**src/rtl/rv32i_types_pkg.sv**
```systemverilog
// Shared integer-pipeline types: writeback request record and source indices.
package rv32i_types_pkg;

  typedef logic [31:0] word_t;

  typedef struct packed {
    logic [4:0] rd;
    word_t      data;
  } wb_req_t;

  localparam int unsigned WB_SRC_ALU    = 0;
  localparam int unsigned WB_SRC_MULDIV = 1;
  localparam int unsigned WB_SRC_LSU    = 2;

  // Source-index width; stays 1 bit wide for a single source.
  function automatic int unsigned src_w(input int unsigned n);
    return (n > 1) ? $clog2(n) : 1;
  endfunction

endpackage

```
**src/rtl/rv32i_wb_arbiter_if.sv**
```systemverilog
// Result-source and register-file write-port bundle for the writeback arbiter.
interface rv32i_wb_arbiter_if
  import rv32i_types_pkg::*;
#(
  parameter int unsigned NUM_SRC = 3
);
  localparam int unsigned SRC_W = src_w(NUM_SRC);

  logic [NUM_SRC-1:0]       src_valid;
  logic [NUM_SRC-1:0]       src_ready;
  logic [NUM_SRC-1:0][4:0]  src_rd;
  logic [NUM_SRC-1:0][31:0] src_data;
  logic                     wb_wen;
  logic [4:0]               wb_rd;
  word_t                    wb_data;
  logic [SRC_W-1:0]         wb_src;
  logic                     idle;

  modport slave (
    input  src_valid, src_rd, src_data,
    output src_ready, wb_wen, wb_rd, wb_data, wb_src, idle
  );

  modport master (
    output src_valid, src_rd, src_data,
    input  src_ready, wb_wen, wb_rd, wb_data, wb_src, idle
  );

endinterface

```
**src/rtl/rv32i_wb_fifo.sv**
```systemverilog
// Per-source result FIFO; power-of-two depth so pointers wrap by overflow.
module rv32i_wb_fifo
  import rv32i_types_pkg::*;
#(
  parameter int unsigned DEPTH = 2
) (
  input  logic    CLK,
  input  logic    RST,
  input  logic    push,
  input  wb_req_t push_req,
  input  logic    pop,
  output logic    full,
  output logic    empty,
  output wb_req_t head
);
  localparam int unsigned PTR_W = $clog2(DEPTH);
  localparam int unsigned CNT_W = PTR_W + 1;

  wb_req_t            mem_q [DEPTH];
  logic [PTR_W-1:0]   wr_ptr_q, rd_ptr_q;
  logic [CNT_W-1:0]   count_q, count_d;
  logic               do_push, do_pop;

  assign full    = (count_q == CNT_W'(DEPTH));
  assign empty   = (count_q == '0);
  assign head    = mem_q[rd_ptr_q];
  assign do_push = push & ~full;
  assign do_pop  = pop & ~empty;

  always_comb begin
    count_d = count_q;
    case ({do_push, do_pop})
      2'b10:   count_d = count_q + 1'b1;
      2'b01:   count_d = count_q - 1'b1;
      default: count_d = count_q;
    endcase
  end

  always_ff @(posedge CLK) begin
    if (RST) begin
      wr_ptr_q <= '0;
      rd_ptr_q <= '0;
      count_q  <= '0;
    end else begin
      if (do_push) wr_ptr_q <= wr_ptr_q + 1'b1;
      if (do_pop)  rd_ptr_q <= rd_ptr_q + 1'b1;
      count_q <= count_d;
    end
  end

  always_ff @(posedge CLK) begin
    if (do_push) mem_q[wr_ptr_q] <= push_req;
  end

endmodule

```
**src/rtl/rv32i_wb_arbiter.sv**
```systemverilog
// Writeback arbiter: per-source result FIFOs, round-robin grant, one registered
// register-file write per cycle.
module rv32i_wb_arbiter
  import rv32i_types_pkg::*;
#(
  parameter int unsigned NUM_SRC    = 3,
  parameter int unsigned FIFO_DEPTH = 2
) (
  input logic                CLK,
  input logic                RST,
  rv32i_wb_arbiter_if.slave  bus
);
  localparam int unsigned SRC_W = src_w(NUM_SRC);

  logic [NUM_SRC-1:0] push, pop, full, empty;
  wb_req_t            head [NUM_SRC];

  logic               gnt_valid;
  logic [SRC_W-1:0]   gnt_idx;
  logic [SRC_W-1:0]   rr_q, rr_d;

  logic               wen_q;
  logic [4:0]         rd_q;
  word_t              data_q;
  logic [SRC_W-1:0]   src_q;

  // Writes to x0 complete the handshake but are never buffered.
  for (genvar g = 0; g < NUM_SRC; g++) begin : g_src
    assign push[g] = bus.src_valid[g] & ~full[g] & (bus.src_rd[g] != 5'd0);

    rv32i_wb_fifo #(.DEPTH(FIFO_DEPTH)) u_fifo (
      .CLK      (CLK),
      .RST      (RST),
      .push     (push[g]),
      .push_req ({bus.src_rd[g], bus.src_data[g]}),
      .pop      (pop[g]),
      .full     (full[g]),
      .empty    (empty[g]),
      .head     (head[g])
    );
  end

  assign bus.src_ready = ~full;

  always_comb begin
    int unsigned      idx;
    logic [SRC_W-1:0] cand;
    idx       = 0;
    cand      = '0;
    gnt_valid = 1'b0;
    gnt_idx   = '0;
    for (int unsigned k = 0; k < NUM_SRC; k++) begin
      idx = 32'(rr_q) + k;
      if (idx >= NUM_SRC) idx = idx - NUM_SRC;
      cand = SRC_W'(idx);
      if (!gnt_valid && !empty[cand]) begin
        gnt_valid = 1'b1;
        gnt_idx   = cand;
      end
    end

    pop = '0;
    if (gnt_valid) pop[gnt_idx] = 1'b1;

    rr_d = rr_q;
    if (gnt_valid)
      rr_d = (32'(gnt_idx) == NUM_SRC - 1) ? '0 : gnt_idx + 1'b1;
  end

  always_ff @(posedge CLK) begin
    if (RST) begin
      rr_q   <= '0;
      wen_q  <= 1'b0;
      rd_q   <= '0;
      data_q <= '0;
      src_q  <= '0;
    end else begin
      rr_q  <= rr_d;
      wen_q <= gnt_valid;
      if (gnt_valid) begin
        rd_q   <= head[gnt_idx].rd;
        data_q <= head[gnt_idx].data;
        src_q  <= gnt_idx;
      end
    end
  end

  assign bus.wb_wen  = wen_q;
  assign bus.wb_rd   = rd_q;
  assign bus.wb_data = data_q;
  assign bus.wb_src  = src_q;
  assign bus.idle    = (&empty) & ~wen_q;

endmodule
```
**src/flat_wrapper.sv**
```systemverilog
// flat-port wrapper written by rule: the top's interface ports become plain ports
module rv32i_wb_arbiter_flat import rv32i_types_pkg::*;
#(
  parameter int unsigned NUM_SRC    = 3,
  parameter int unsigned FIFO_DEPTH = 2
)
  (CLK, RST, bus_src_valid, bus_src_rd, bus_src_data, bus_src_ready, bus_wb_wen, bus_wb_rd, bus_wb_data, bus_wb_src, bus_idle);
  rv32i_wb_arbiter_if #(.NUM_SRC(NUM_SRC)) bus_i ();
  input logic CLK;
  input logic RST;
  input wire logic [$bits(bus_i.src_valid)-1:0] bus_src_valid;
  input wire logic [$bits(bus_i.src_rd)-1:0] bus_src_rd;
  input wire logic [$bits(bus_i.src_data)-1:0] bus_src_data;
  output wire logic [$bits(bus_i.src_ready)-1:0] bus_src_ready;
  output wire logic [$bits(bus_i.wb_wen)-1:0] bus_wb_wen;
  output wire logic [$bits(bus_i.wb_rd)-1:0] bus_wb_rd;
  output wire logic [$bits(bus_i.wb_data)-1:0] bus_wb_data;
  output wire logic [$bits(bus_i.wb_src)-1:0] bus_wb_src;
  output wire logic [$bits(bus_i.idle)-1:0] bus_idle;
  assign bus_i.src_valid = bus_src_valid;
  assign bus_i.src_rd = bus_src_rd;
  assign bus_i.src_data = bus_src_data;
  assign bus_src_ready = bus_i.src_ready;
  assign bus_wb_wen = bus_i.wb_wen;
  assign bus_wb_rd = bus_i.wb_rd;
  assign bus_wb_data = bus_i.wb_data;
  assign bus_wb_src = bus_i.wb_src;
  assign bus_idle = bus_i.idle;
  rv32i_wb_arbiter #(.NUM_SRC(NUM_SRC), .FIFO_DEPTH(FIFO_DEPTH)) u_core (.CLK(CLK), .RST(RST), .bus(bus_i));
endmodule
```
**config.mk**
```make
export PLATFORM = sky130hd
export DESIGN_NAME = rv32i_wb_arbiter_flat
export DESIGN_NICKNAME = d
export VERILOG_FILES = /design/src/rtl/rv32i_types_pkg.sv /design/src/rtl/rv32i_wb_arbiter_if.sv /design/src/rtl/rv32i_wb_fifo.sv /design/src/rtl/rv32i_wb_arbiter.sv /design/src/flat_wrapper.sv
export SDC_FILE = /design/constraint.sdc
export NUM_CORES = 1
export LEC_CHECK = 0
export ABC_AREA = 1
export CAP_MARGIN = 10
export CORE_MARGIN = 4
export CORE_UTILIZATION = 35
export DETAILED_ROUTE_END_ITERATION = 10
export GPL_ROUTABILITY_DRIVEN = 0
export PLACE_DENSITY = 0.67
export SLEW_MARGIN = 15
export SYNTH_ARGS = -nofsm -noshare
export SYNTH_HDL_FRONTEND = slang
export SYNTH_SLANG_ARGS = --single-unit
export TNS_END_PERCENT = 1
```
**constraint.sdc**
```tcl
create_clock -name CLK -period 4.7 [get_ports CLK]
set_clock_uncertainty 0.2 [all_clocks]
set_input_delay 1.41 -clock CLK [delete_from_list [all_inputs] [get_ports CLK]]
set_output_delay 1.41 -clock CLK [all_outputs]
set_load 0.01 [all_outputs]
```
==> flow_metrics.env <==
export IMPL_placed_cell_area_um2=13700
export IMPL_postCtsSetupBuffers=0
export IMPL_wl_um=28700
export IMPL_overflow=0
export IMPL_synth_top_cells_by_area="edfxtp_1 (57%), mux2_2 (11%), dfxtp_1 (9.8%), nor2_1 (5.3%), nand3_1 (3.9%)"
export IMPL_cp_arrival_ns=1.88
export IMPL_end_kind="primary output"
export IMPL_fin_crit_sh=0.743
export IMPL_ys_dominant_reg_cell="edfxtp_1"
export IMPL_cts_buffers=28
export IMPL_critPathKind="reg2out"
export IMPL_vias=7650
export IMPL_grt_total_usage=0.153
export IMPL_worst_ep_required_time_ns=3.09
export IMPL_grt_max_degree=46
export IMPL_fin_tns_setup_ns=0
export IMPL_port_buffers=159
export IMPL_utilization=0.449
export IMPL_fin_crit_ns=3.49
export IMPL_finalSetupViolCount=0
export IMPL_htreeDepth=1
export IMPL_root_buffer="clkbuf_16"
export IMPL_start_util=0.356
export IMPL_cp_max_fo=4
export IMPL_hpwlAfterDp_um=20100
export IMPL_clk_pin_slew_worst_paths_ns=0.06
export IMPL_clk_path_buf_depth=3
export IMPL_drtAntennaViolNets=0
export IMPL_ys_warn_count=0
export IMPL_rsz0062_at_grt="false"
export IMPL_grt_pass1_wl_um=43100
export IMPL_peakVddDrop_mv=0.398
export IMPL_ys_ff_latch=279
export IMPL_yosysTopAreaCellShare=0.572
export IMPL_cts_resized_gates=0
export IMPL_die_area_um2=36300
export IMPL_n_fill_cell=3000
export IMPL_fp_coreArea_um2=32700
export IMPL_yosys_area_top_type="edfxtp_1"
export IMPL_slew_violations=0
export IMPL_multiInputGateArea_um2=3410
export IMPL_seqCellArea_um2=7810
export IMPL_grt_pass1_vias=7528
export IMPL_antenna_found_initial=4
export IMPL_syn_nets=1087
export IMPL_avgRoutedWirePerCell_um=18.1
export IMPL_drc=0
export IMPL_synth_edf_count=222
export IMPL_synth_top_cells_by_count="edfxtp_1 (222), nor2_1 (166), nand2_1 (112)"
export IMPL_holdBufCountCts=0
export IMPL_placementRows=66
export IMPL_maxCapViolCount=0
export IMPL_tightestPinTransition_ns=0.999
export IMPL_maxSlewHeadroom=0.334
export IMPL_synth_cells=965
export IMPL_die_width_um=191
export IMPL_synth_most_common_cell="edfxtp_1"
export IMPL_via_per_inst=4.83
export IMPL_netlist_area_um2=11700
export IMPL_nNetsFinal=1241
export IMPL_clk_latency_ns=0.53
export IMPL_powerDensity_nw_per_um2=695
export IMPL_syn_to_final_growth_pct=26.0
export IMPL_seq_area_frac_synth=0.670
export IMPL_drtIter0Drc=568
export IMPL_async_flop_share=0
export IMPL_p_leak_nw=5.46
export IMPL_postSynthAreaPerCell_um2=12.1
export IMPL_cts_tree="yes"
export IMPL_yosysUniqueCellTypes=29
export IMPL_critPathLaunchType="flip-flop"
export IMPL_hold_viol=0
export IMPL_hold_ws_ns=0.251
export IMPL_fp_dieH_um=191
export IMPL_fin_area_um2=14700
export IMPL_io_pins=160
export IMPL_hold_path_class="reg2reg"
export IMPL_outcome="completed"
export IMPL_dr_pass1_iters=5
export IMPL_timing_fmax_ghz=0.286
export IMPL_drive_gt1_frac=0.168
export IMPL_clock_sinks=279
==> worst paths after layout <==
| kind | start | endpoint | slack, ns | cells after the start |
|---|---|---|---|---|
| worst min register to register | u_core.g_src[2].u_fifo.rd_ptr_q | flip-flop | 0.25 | 1 |
| worst max-delay path | u_core.g_src[2].u_fifo.count_q[1] | bus_idle | 1.21 | 4 |
| worst min-delay path | u_core.g_src[2].u_fifo.rd_ptr_q | flip-flop | 0.25 | 1 |
| worst max register to register | u_core.rr_q[0] | u_core.bus.wb_data[21] | 1.21 | 15 |
==> critical path, cell delays in order (launching register included) <==
cell and delay [ns]:
dfxtp_1 0.34, nor2_1 0.26, nand3_1 0.12, nor2_1 0.11, clkdlybuf4s50_1 0.54
==> cells in the final DEF, fill, tap and decap left out, types with 9 or more instances in the layout <==
master	synthesis	layout
mux2_2	111	111
nand4_1	37	37
edfxtp_1	222	222
nor3_1	9	9
clkdlybuf4s50_1	0	158
nor2_1	166	160
a21oi_1	17	17
inv_1	52	52
clkbuf_16	0	29
nand3_1	90	88
buf_4	6	16
dfxtp_1	57	54
nand2_1	112	112
==> area by class of cell <==
type | instances | share of cell area
Antenna cell | 1 | 0.000170
Clock buffer | 38 | 0.0531
Multi-Input combinational cell | 574 | 0.232
Sequential cell | 279 | 0.532
Timing Repair Buffer | 177 | 0.119
Inverter | 59 | 0.0151
Clock inverter | 14 | 0.0117
Tap cell | 442 | 0.0376
==> where the power goes <==
part	leakage [nW]	switching (mW)	internal [mW]
registers	2.55	0.295	3.14
logic	2.45	2.87	1.63
clock network	0.462	0.888	1.38
total	5.46	4.05	6.15
==> logic make-up (layout without fill, tap and decap cells) <==
group           Yosys count  after routing  synth area share
simple gates            424            424             0.159
other cells               0              1                 0
mux                     111            111             0.107
flops                   279            279             0.670
compound gates           33             33            0.0152
fa+ha+maj                 6              6           0.00644
buf+inv                 112            288            0.0428
==> routing by layer <==
layer,global-route usage,wire length (um),part of all wire
met4,0.0431,677,0.024
met2,0.246,13300,0.46
met3,0.0300,1640,0.057
met5,0,34,0.0012
met1,0.213,13100,0.46
==> per-stage QoR <==
step / setup WS, ns / power [mW] / std cells
2_1_floorplan: 0.732 / 6.57 / 965
5_1_grt: 0.924 / 11.0 / 1584
3_3_place_gp: 0.929 / 7.91 / 1531
4_1_cts: 1.19 / 10.3 / 1583
6_report: 1.21 / 10.2 / 1584
3_5_place_dp: 0.953 / 7.99 / 1531
==> state kept, by name, summed over array words and instances (netlist names), named ones only <==
name	count
u_core.g_src.u_fifo.mem_q	222
u_core.bus.wb_data	32
u_core.g_src.u_fifo.count_q	6
u_core.bus.wb_rd	5
u_core.g_src.u_fifo.rd_ptr_q	3
u_core.g_src.u_fifo.wr_ptr_q	3
u_core.bus.wb_src	2
u_core.rr_q	2
u_core.bus.wb_wen	1
Note: power is estimated with default switching activity, not from simulation.
